**src/rtl/obj_pkg.sv**
```systemverilog
// Shared constants for the obstacle sensor front end: sensor indices,
// frontend FSM state encodings and default timing values.
package obj_pkg;

  localparam int SEN_L   = 0;
  localparam int SEN_R   = 1;
  localparam int SEN_F   = 2;
  localparam int NUM_SEN = 3;

  localparam int DEF_TRIG_CYCLES    = 1000;
  localparam int DEF_THRESH_CYCLES  = 58000;
  localparam int DEF_TIMEOUT_CYCLES = 2500000;
  localparam int DEF_GAP_CYCLES     = 100000;
  localparam int DEF_HITS           = 3;
  localparam int DEF_CNT_W          = 22;

  localparam logic [2:0] ST_IDLE      = 3'd0;
  localparam logic [2:0] ST_TRIG      = 3'd1;
  localparam logic [2:0] ST_WAIT_RISE = 3'd2;
  localparam logic [2:0] ST_MEASURE   = 3'd3;
  localparam logic [2:0] ST_DONE      = 3'd4;
  localparam logic [2:0] ST_GAP       = 3'd5;

  typedef logic [1:0] sen_sel_t;

  // Round-robin successor: left -> right -> front -> left.
  function automatic sen_sel_t next_sel(input sen_sel_t s);
    return (s >= sen_sel_t'(NUM_SEN - 1)) ? sen_sel_t'(0) : s + sen_sel_t'(1);
  endfunction

endpackage

```
**src/rtl/obj_sensor_frontend_if.sv**
```systemverilog
// Sensor-side and result-side signals of the front end.
// master = the front end itself, slave = sensors / obj_fsm / debug.
interface obj_sensor_frontend_if #(
  parameter int CNT_W = 22
);
  import obj_pkg::*;

  logic [NUM_SEN-1:0] echo;
  logic [NUM_SEN-1:0] trig;
  logic               L;
  logic               R;
  logic               F;
  logic               dist_valid;
  sen_sel_t           dist_sel;
  logic [CNT_W-1:0]   dist_cycles;

  modport master (
    input  echo,
    output trig, L, R, F, dist_valid, dist_sel, dist_cycles
  );

  modport slave (
    output echo,
    input  trig, L, R, F, dist_valid, dist_sel, dist_cycles
  );

endinterface

```
**src/rtl/obj_hit_filter.sv**
```systemverilog
// Per-sensor debounce: the flag only flips after HITS consecutive
// decisions that disagree with it.
module obj_hit_filter #(
  parameter int HITS = 3
) (
  input  logic clk,
  input  logic reset,
  input  logic upd,
  input  logic hit,
  output logic flag
);

  localparam logic [3:0] RUN_LAST = 4'(HITS - 1);

  logic [3:0] run;

  // Count disagreeing decisions; any agreeing decision restarts the run.
  always_ff @(posedge clk) begin
    if (reset) begin
      flag <= 1'b0;
      run  <= '0;
    end else if (upd) begin
      if (hit != flag) begin
        if (run == RUN_LAST) begin
          flag <= ~flag;
          run  <= '0;
        end else begin
          run <= run + 4'd1;
        end
      end else begin
        run <= '0;
      end
    end
  end

endmodule

```
**src/rtl/obj_sensor_frontend.sv**
```systemverilog
// Round-robin ultrasonic ranging front end: trigger, time the echo,
// threshold it and debounce the per-sensor hit decision into L/R/F.
//
// state     | meaning
// ----------+-----------------------------------------------------
// IDLE      | one-cycle pause before triggering sensor sel
// TRIG      | trig[sel] high, TRIG_CYCLES long (down-counter)
// WAIT_RISE | waiting for a synchronised echo rising edge, or timeout
// MEASURE   | counting echo-high cycles, saturating at TIMEOUT
// DONE      | publish result, update the filter of sensor sel
// GAP       | GAP_CYCLES idle (down-counter), then advance sel
module obj_sensor_frontend
  import obj_pkg::*;
#(
  parameter int TRIG_CYCLES    = DEF_TRIG_CYCLES,
  parameter int THRESH_CYCLES  = DEF_THRESH_CYCLES,
  parameter int TIMEOUT_CYCLES = DEF_TIMEOUT_CYCLES,
  parameter int GAP_CYCLES     = DEF_GAP_CYCLES,
  parameter int HITS           = DEF_HITS,
  parameter int CNT_W          = DEF_CNT_W
) (
  input logic                   clk,
  input logic                   reset,
  obj_sensor_frontend_if.master bus
);

  localparam logic [CNT_W-1:0] ONE       = CNT_W'(1);
  localparam logic [CNT_W-1:0] TMO       = CNT_W'(TIMEOUT_CYCLES);
  localparam logic [CNT_W-1:0] THR       = CNT_W'(THRESH_CYCLES);
  localparam logic [CNT_W-1:0] TRIG_LOAD = CNT_W'(TRIG_CYCLES - 1);
  localparam logic [CNT_W-1:0] GAP_LOAD  = CNT_W'(GAP_CYCLES - 1);

  logic [NUM_SEN-1:0] echo_s1;
  logic [NUM_SEN-1:0] echo_s2;
  logic [NUM_SEN-1:0] echo_d;
  logic [2:0]         state;
  sen_sel_t           sel;
  logic [CNT_W-1:0]   cnt;
  logic [CNT_W-1:0]   tmr;
  logic [CNT_W-1:0]   width;
  logic               tout;
  logic [NUM_SEN-1:0] trig_q;
  logic               dist_valid_q;
  sen_sel_t           dist_sel_q;
  logic [CNT_W-1:0]   dist_cycles_q;
  logic [NUM_SEN-1:0] flag;
  logic               e_cur;
  logic               rise;
  logic               hit_dec;

  assign e_cur   = echo_s2[sel];
  assign rise    = echo_s2[sel] & ~echo_d[sel];
  assign hit_dec = (width < THR) && !tout;

  // Two-flop synchroniser plus one delayed copy for edge detection.
  always_ff @(posedge clk) begin
    if (reset) begin
      echo_s1 <= '0;
      echo_s2 <= '0;
      echo_d  <= '0;
    end else begin
      echo_s1 <= bus.echo;
      echo_s2 <= echo_s1;
      echo_d  <= echo_s2;
    end
  end

  // Measurement sequencer; trigger and result outputs are registered here.
  always_ff @(posedge clk) begin
    if (reset) begin
      state         <= ST_IDLE;
      sel           <= '0;
      cnt           <= '0;
      tmr           <= '0;
      width         <= '0;
      tout          <= 1'b0;
      trig_q        <= '0;
      dist_valid_q  <= 1'b0;
      dist_sel_q    <= '0;
      dist_cycles_q <= '0;
    end else begin
      dist_valid_q <= 1'b0;
      case (state)
        ST_IDLE: begin
          trig_q <= NUM_SEN'(1) << sel;
          tmr    <= TRIG_LOAD;
          state  <= ST_TRIG;
        end
        ST_TRIG: begin
          if (tmr == '0) begin
            trig_q <= '0;
            cnt    <= '0;
            tout   <= 1'b0;
            state  <= ST_WAIT_RISE;
          end else begin
            tmr <= tmr - ONE;
          end
        end
        ST_WAIT_RISE: begin
          if (rise) begin
            cnt   <= ONE;
            state <= ST_MEASURE;
          end else if (cnt == TMO) begin
            width <= TMO;
            tout  <= 1'b1;
            state <= ST_DONE;
          end else begin
            cnt <= cnt + ONE;
          end
        end
        ST_MEASURE: begin
          if (!e_cur) begin
            width <= cnt;
            tout  <= 1'b0;
            state <= ST_DONE;
          end else if (cnt == TMO) begin
            width <= TMO;
            tout  <= 1'b1;
            state <= ST_DONE;
          end else begin
            cnt <= cnt + ONE;
          end
        end
        ST_DONE: begin
          dist_valid_q  <= 1'b1;
          dist_sel_q    <= sel;
          dist_cycles_q <= width;
          tmr           <= GAP_LOAD;
          state         <= ST_GAP;
        end
        ST_GAP: begin
          if (tmr == '0) begin
            sel   <= next_sel(sel);
            state <= ST_IDLE;
          end else begin
            tmr <= tmr - ONE;
          end
        end
        default: begin
          trig_q <= '0;
          state  <= ST_IDLE;
        end
      endcase
    end
  end

  for (genvar i = 0; i < NUM_SEN; i++) begin : g_filt
    obj_hit_filter #(.HITS(HITS)) u_filt (
      .clk   (clk),
      .reset (reset),
      .upd   ((state == ST_DONE) && (sel == sen_sel_t'(i))),
      .hit   (hit_dec),
      .flag  (flag[i])
    );
  end

  assign bus.trig        = trig_q;
  assign bus.L           = flag[SEN_L];
  assign bus.R           = flag[SEN_R];
  assign bus.F           = flag[SEN_F];
  assign bus.dist_valid  = dist_valid_q;
  assign bus.dist_sel    = dist_sel_q;
  assign bus.dist_cycles = dist_cycles_q;

endmodule

```
**src/flat_wrapper.sv**
```systemverilog
// flat-port wrapper written by rule: the top's interface ports become plain ports
module obj_sensor_frontend_flat import obj_pkg::*;
#(
  parameter int TRIG_CYCLES    = DEF_TRIG_CYCLES,
  parameter int THRESH_CYCLES  = DEF_THRESH_CYCLES,
  parameter int TIMEOUT_CYCLES = DEF_TIMEOUT_CYCLES,
  parameter int GAP_CYCLES     = DEF_GAP_CYCLES,
  parameter int HITS           = DEF_HITS,
  parameter int CNT_W          = DEF_CNT_W
)
  (clk, reset, bus_echo, bus_trig, bus_L, bus_R, bus_F, bus_dist_valid, bus_dist_sel, bus_dist_cycles);
  obj_sensor_frontend_if #(.CNT_W(CNT_W)) bus_i ();
  input logic clk;
  input logic reset;
  input wire logic [$bits(bus_i.echo)-1:0] bus_echo;
  output wire logic [$bits(bus_i.trig)-1:0] bus_trig;
  output wire logic [$bits(bus_i.L)-1:0] bus_L;
  output wire logic [$bits(bus_i.R)-1:0] bus_R;
  output wire logic [$bits(bus_i.F)-1:0] bus_F;
  output wire logic [$bits(bus_i.dist_valid)-1:0] bus_dist_valid;
  output wire logic [$bits(bus_i.dist_sel)-1:0] bus_dist_sel;
  output wire logic [$bits(bus_i.dist_cycles)-1:0] bus_dist_cycles;
  assign bus_i.echo = bus_echo;
  assign bus_trig = bus_i.trig;
  assign bus_L = bus_i.L;
  assign bus_R = bus_i.R;
  assign bus_F = bus_i.F;
  assign bus_dist_valid = bus_i.dist_valid;
  assign bus_dist_sel = bus_i.dist_sel;
  assign bus_dist_cycles = bus_i.dist_cycles;
  obj_sensor_frontend #(.TRIG_CYCLES(TRIG_CYCLES), .THRESH_CYCLES(THRESH_CYCLES), .TIMEOUT_CYCLES(TIMEOUT_CYCLES), .GAP_CYCLES(GAP_CYCLES), .HITS(HITS), .CNT_W(CNT_W)) u_core (.clk(clk), .reset(reset), .bus(bus_i));
endmodule
```
**config.mk**
```make
export PLATFORM = sky130hd
export DESIGN_NAME = obj_sensor_frontend_flat
export DESIGN_NICKNAME = d
export VERILOG_FILES = /design/src/rtl/obj_pkg.sv /design/src/rtl/obj_sensor_frontend_if.sv /design/src/rtl/obj_hit_filter.sv /design/src/rtl/obj_sensor_frontend.sv /design/src/flat_wrapper.sv
export SDC_FILE = /design/constraint.sdc
export NUM_CORES = 1
export LEC_CHECK = 0
export CAP_MARGIN = 0
export CORE_MARGIN = 8
export CORE_UTILIZATION = 40
export DETAILED_ROUTE_END_ITERATION = 16
export PLACE_DENSITY = 0.6
export SLEW_MARGIN = 5
export SYNTH_ARGS = -nofsm -noshare
export SYNTH_HDL_FRONTEND = slang
export SYNTH_HIERARCHICAL = 1
export SYNTH_SLANG_ARGS = --single-unit
export TNS_END_PERCENT = 20
```
**constraint.sdc**
```tcl
create_clock -name clk -period 3.3 [get_ports clk]
set_clock_uncertainty 0.2 [all_clocks]
set_input_delay 0.495 -clock clk [delete_from_list [all_inputs] [get_ports clk]]
set_output_delay 0.495 -clock clk [all_outputs]
set_load 0.005 [all_outputs]
```
==> results_dict.tcl, run 1 <==
set metrics [dict create \
    status "finished, final reports clean" \
    syn_avg_cell_area_sq_um 8.592 \
    cp_data_arrival_time_ps 3110 \
    die_w_um 137.1 \
    diodes 0 \
    avgViaCountPerCell 5.670 \
    ys_warn_count 6 \
    ios 36 \
    setup_viol 0 \
    antenna_found_initial 0 \
    synth_area_leaders "dfxtp_1, a21oi_1, nand2_1" \
    post_cts_buffers 0 \
    r2r_cells 5 \
    cap_violations 0 \
    fmax_mhz 324.8 \
    vias 5177 \
    cp_cell_sequence "mux2_2 > a221oi_1 > a21oi_1 > o31ai_2 > a21oi_1" \
    p_total_w 0.003673 \
    netlist_instances 683 \
    drive_gt1_frac 0.1152 \
    crit_fanout 16 \
    fin_crit_sh 0.9331 \
    coreArea_sq_um 14420 \
    synthArstFlopShare 0 \
    rows 44 \
    synth_nets 698 \
    cts.sinks 124 \
    yosysTopAreaCellShare 0.4230 \
    yosysSeqAreaShare 0.4230 \
    drv_slew 0 \
    worst_pin_slew_ps 1273 \
    setup_ws_ps 220.8 \
    stdcell_count 913 \
    cp_data_required_time_ps 3330 \
    yosys_register_bits 124 \
    ctsHoldBuffers 0 \
    start_util 0.4068 \
    hold_viol 0 \
    first_global_vias 4873 \
    path_clk_slew_ps 60 \
    slew_headroom 0.1464 \
    syn_to_final_growth_pct 18.42 \
    timing.setup.tns_ps 0 \
    drt_iter0_drc 454 \
    leakage_nw 2.377 \
    port_buffers 35 \
    vdd_drop_max_mv 0.3453 \
    htreeDepth 4 \
    dr.pass1.iters 5 \
    critPathCaptureType "flop" \
    hpwlAfterDp_um 10330 \
    critical_path.max_stage_delay_ps 1080 \
    cts_tree "done" \
    cts_made_buffers 17 \
    fin_nets 731 \
    start_kind "flop" \
    whs_path_depth 1 \
    wirelength_um 14670 \
    clk_path_buf_depth 2 \
    die-area_sq_um 18800 \
    clk_latency_ps 420 \
    post-route-cell-area_sq_um 6949 \
    syn_area_sq_um 5868 \
    hp-class "reg -> reg" \
    ys_types 65 \
    yosys.area.top_type "dfxtp_1" \
    overflow 0 \
    grt_max_degree 34 \
    synth-edff-count 0 \
    finalCriticalPeriod_ps 3079 \
    die_h_um 137.1 \
    rsz0062_at_grt "false" \
    cts_resized 0 \
    gp_congestion 0.8812 \
    cts-root-buf "clkbuf_16" \
    placement.cell_area_sq_um 6387 \
    grt.total_usage 0.1587 \
    drc_errors 0 \
    ys.flop_type "dfxtp_1" \
    slowest_stage "o31ai_2" \
    wl_per_cell_um 16.07 \
    dp_cells 881 \
    final_antenna_net_count 0 \
    cellPowerDensity_nw_per_um2 528.6 \
    place_ws_ps 231.6 \
    grt_pass1_wl_um 24080 \
    cpMostUsedCell "a21oi_1" \
    critical_path_class "reg -> reg" \
]
[logic make-up (layout without fill, tap and decap cells)]
logic type,after synthesis,after routing,synth area share
AO/OA/AOI/OAI,197,197,0.2183
adder cells (fa/ha/maj),10,10,0.02132
AND/OR/NAND/NOR,268,268,0.2554
flip-flops,124,124,0.4230
XOR/XNOR,8,8,0.01194
multiplexers,9,9,0.01557
buffers and inverters,67,113,0.05437
[registers in the layout, indices dropped and copies added, names as in the netlist]
signal	count
u_core/width	22
u_core/state	3
u_core/sel	2
u_core/bus.trig	3
u_core/g_filt.u_filt/run	12
u_core/echo_d	3
u_core/bus.dist_valid	1
u_core/g_filt.u_filt/flag	3
u_core/bus.dist_cycles	22
u_core/bus.dist_sel	2
u_core/tmr	22
u_core/echo_s2	3
u_core/cnt	22
u_core/tout	1
u_core/echo_s1	3
[critical path, delay by kind of cell, from the launching register on]
family,cells,cell delay (ps)
DFF,1,530
AOI/OAI and AO/OA,4,1780
muxes,1,380
[cells in the mapped netlist, types with 3 or more instances]
cell / n
nand3_1: 15
or2_2: 4
nand4b_1: 6
nand4_1: 17
ha_1: 10
and4_1: 5
a22o_1: 14
a211oi_2: 3
a31o_2: 4
nor4_1: 5
a211o_1: 6
a221oi_1: 3
a21oi_1: 74
buf_2: 5
o211ai_1: 3
nand2b_1: 10
nor2_1: 46
xor2_1: 7
buf_4: 3
nand3b_1: 8
a211oi_1: 15
inv_1: 24
or2_4: 3
o31ai_1: 16
nor3_1: 13
nand2_1: 77
and4bb_4: 3
o21ai_0: 26
or3_1: 4
dfxtp_1: 124
or4_1: 15
and2_1: 5
buf_6: 6
mux2i_1: 8
clkbuf_1: 28
nor2b_1: 14
and3_1: 4
a31oi_1: 15
[per-stage QoR]
stage	util	hold slack (ps)
2_1_floorplan	-	213.8
3_5_place_dp	0.4428	223.1
4_1_cts	0.4818	236.6
5_1_grt	0.4818	265.3
6_report	0.4818	235.2
3_3_place_gp	0.4428	228.0
[where the power goes]
part / total (W) / switching, W / internal [W]
Clock: 0.00174 / 0.000693 / 0.00105
Combinational: 0.000352 / 0.000221 / 0.000132
Sequential: 0.00158 / 0.0000420 / 0.00153
[per-layer routing]
layer,part of all wire,GRT usage
met3,0.053,0.03708
met4,0.0088,0.05492
met2,0.46,0.2472
met1,0.48,0.2103
met5,0,0
[final timing paths]
check / slack [ps] / startpoint / end
setup / recovery: 220 / u_core/sel[1] / u_core/cnt[1]
hold / removal: 240 / u_core/echo_s1[0] / u_core/echo_s2[0]
hold reg to reg: 240 / u_core/echo_s1[0] / u_core/echo_s2[0]
setup reg to reg: 220 / u_core/sel[1] / u_core/cnt[1]
[placed cells by master, fill, tap and decap left out, types with 4 or more instances in the layout]
cell	instances
clkbuf_16	17
a211oi_1	15
nor3_1	13
nor4_1	5
a31o_2	4
a31oi_1	15
nand4b_1	6
nand2b_1	10
o21ai_0	26
nor2_1	46
xor2_1	7
clkinv_2	4
and3_1	4
a211o_1	6
o31ai_1	16
a22o_1	14
or2_2	4
and2_1	5
a21oi_1	74
and4_1	5
clkdlybuf4s50_1	34
clkinvlp_4	5
ha_1	10
dfxtp_1	124
buf_4	22
or4_1	15
nor2b_1	14
nand4_1	17
nand3b_1	8
nand3_1	15
mux2i_1	8
or3_1	4
nand2_1	77
inv_1	24
[cell type report]
| type | count | area, sq um |
|---|---|---|
| fill | 1377 | 7475 |
| multi-input combinational | 492 | 3074 |
| sequential | 124 | 2482 |
| timing repair buffer | 57 | 510.5 |
| clock buffer | 18 | 439.2 |
| tap | 184 | 230.2 |
| clock inverter | 14 | 122.6 |
| inverter | 24 | 90.09 |
Power figures use the tool's default switching activity.
==> inputs of run 2 (changes only) <==
Settings changed: CAP_MARGIN 0 to default.
==> results of run 2 <==
The final DEF is identical to that of run 1; final timing and power are the same.
==> inputs of run 3 (changes only) <==
Settings changed: HOLD_SLACK_MARGIN from default to 0.03.
==> results of run 3 <==
The final DEF is identical to that of run 1; final timing and power are the same.
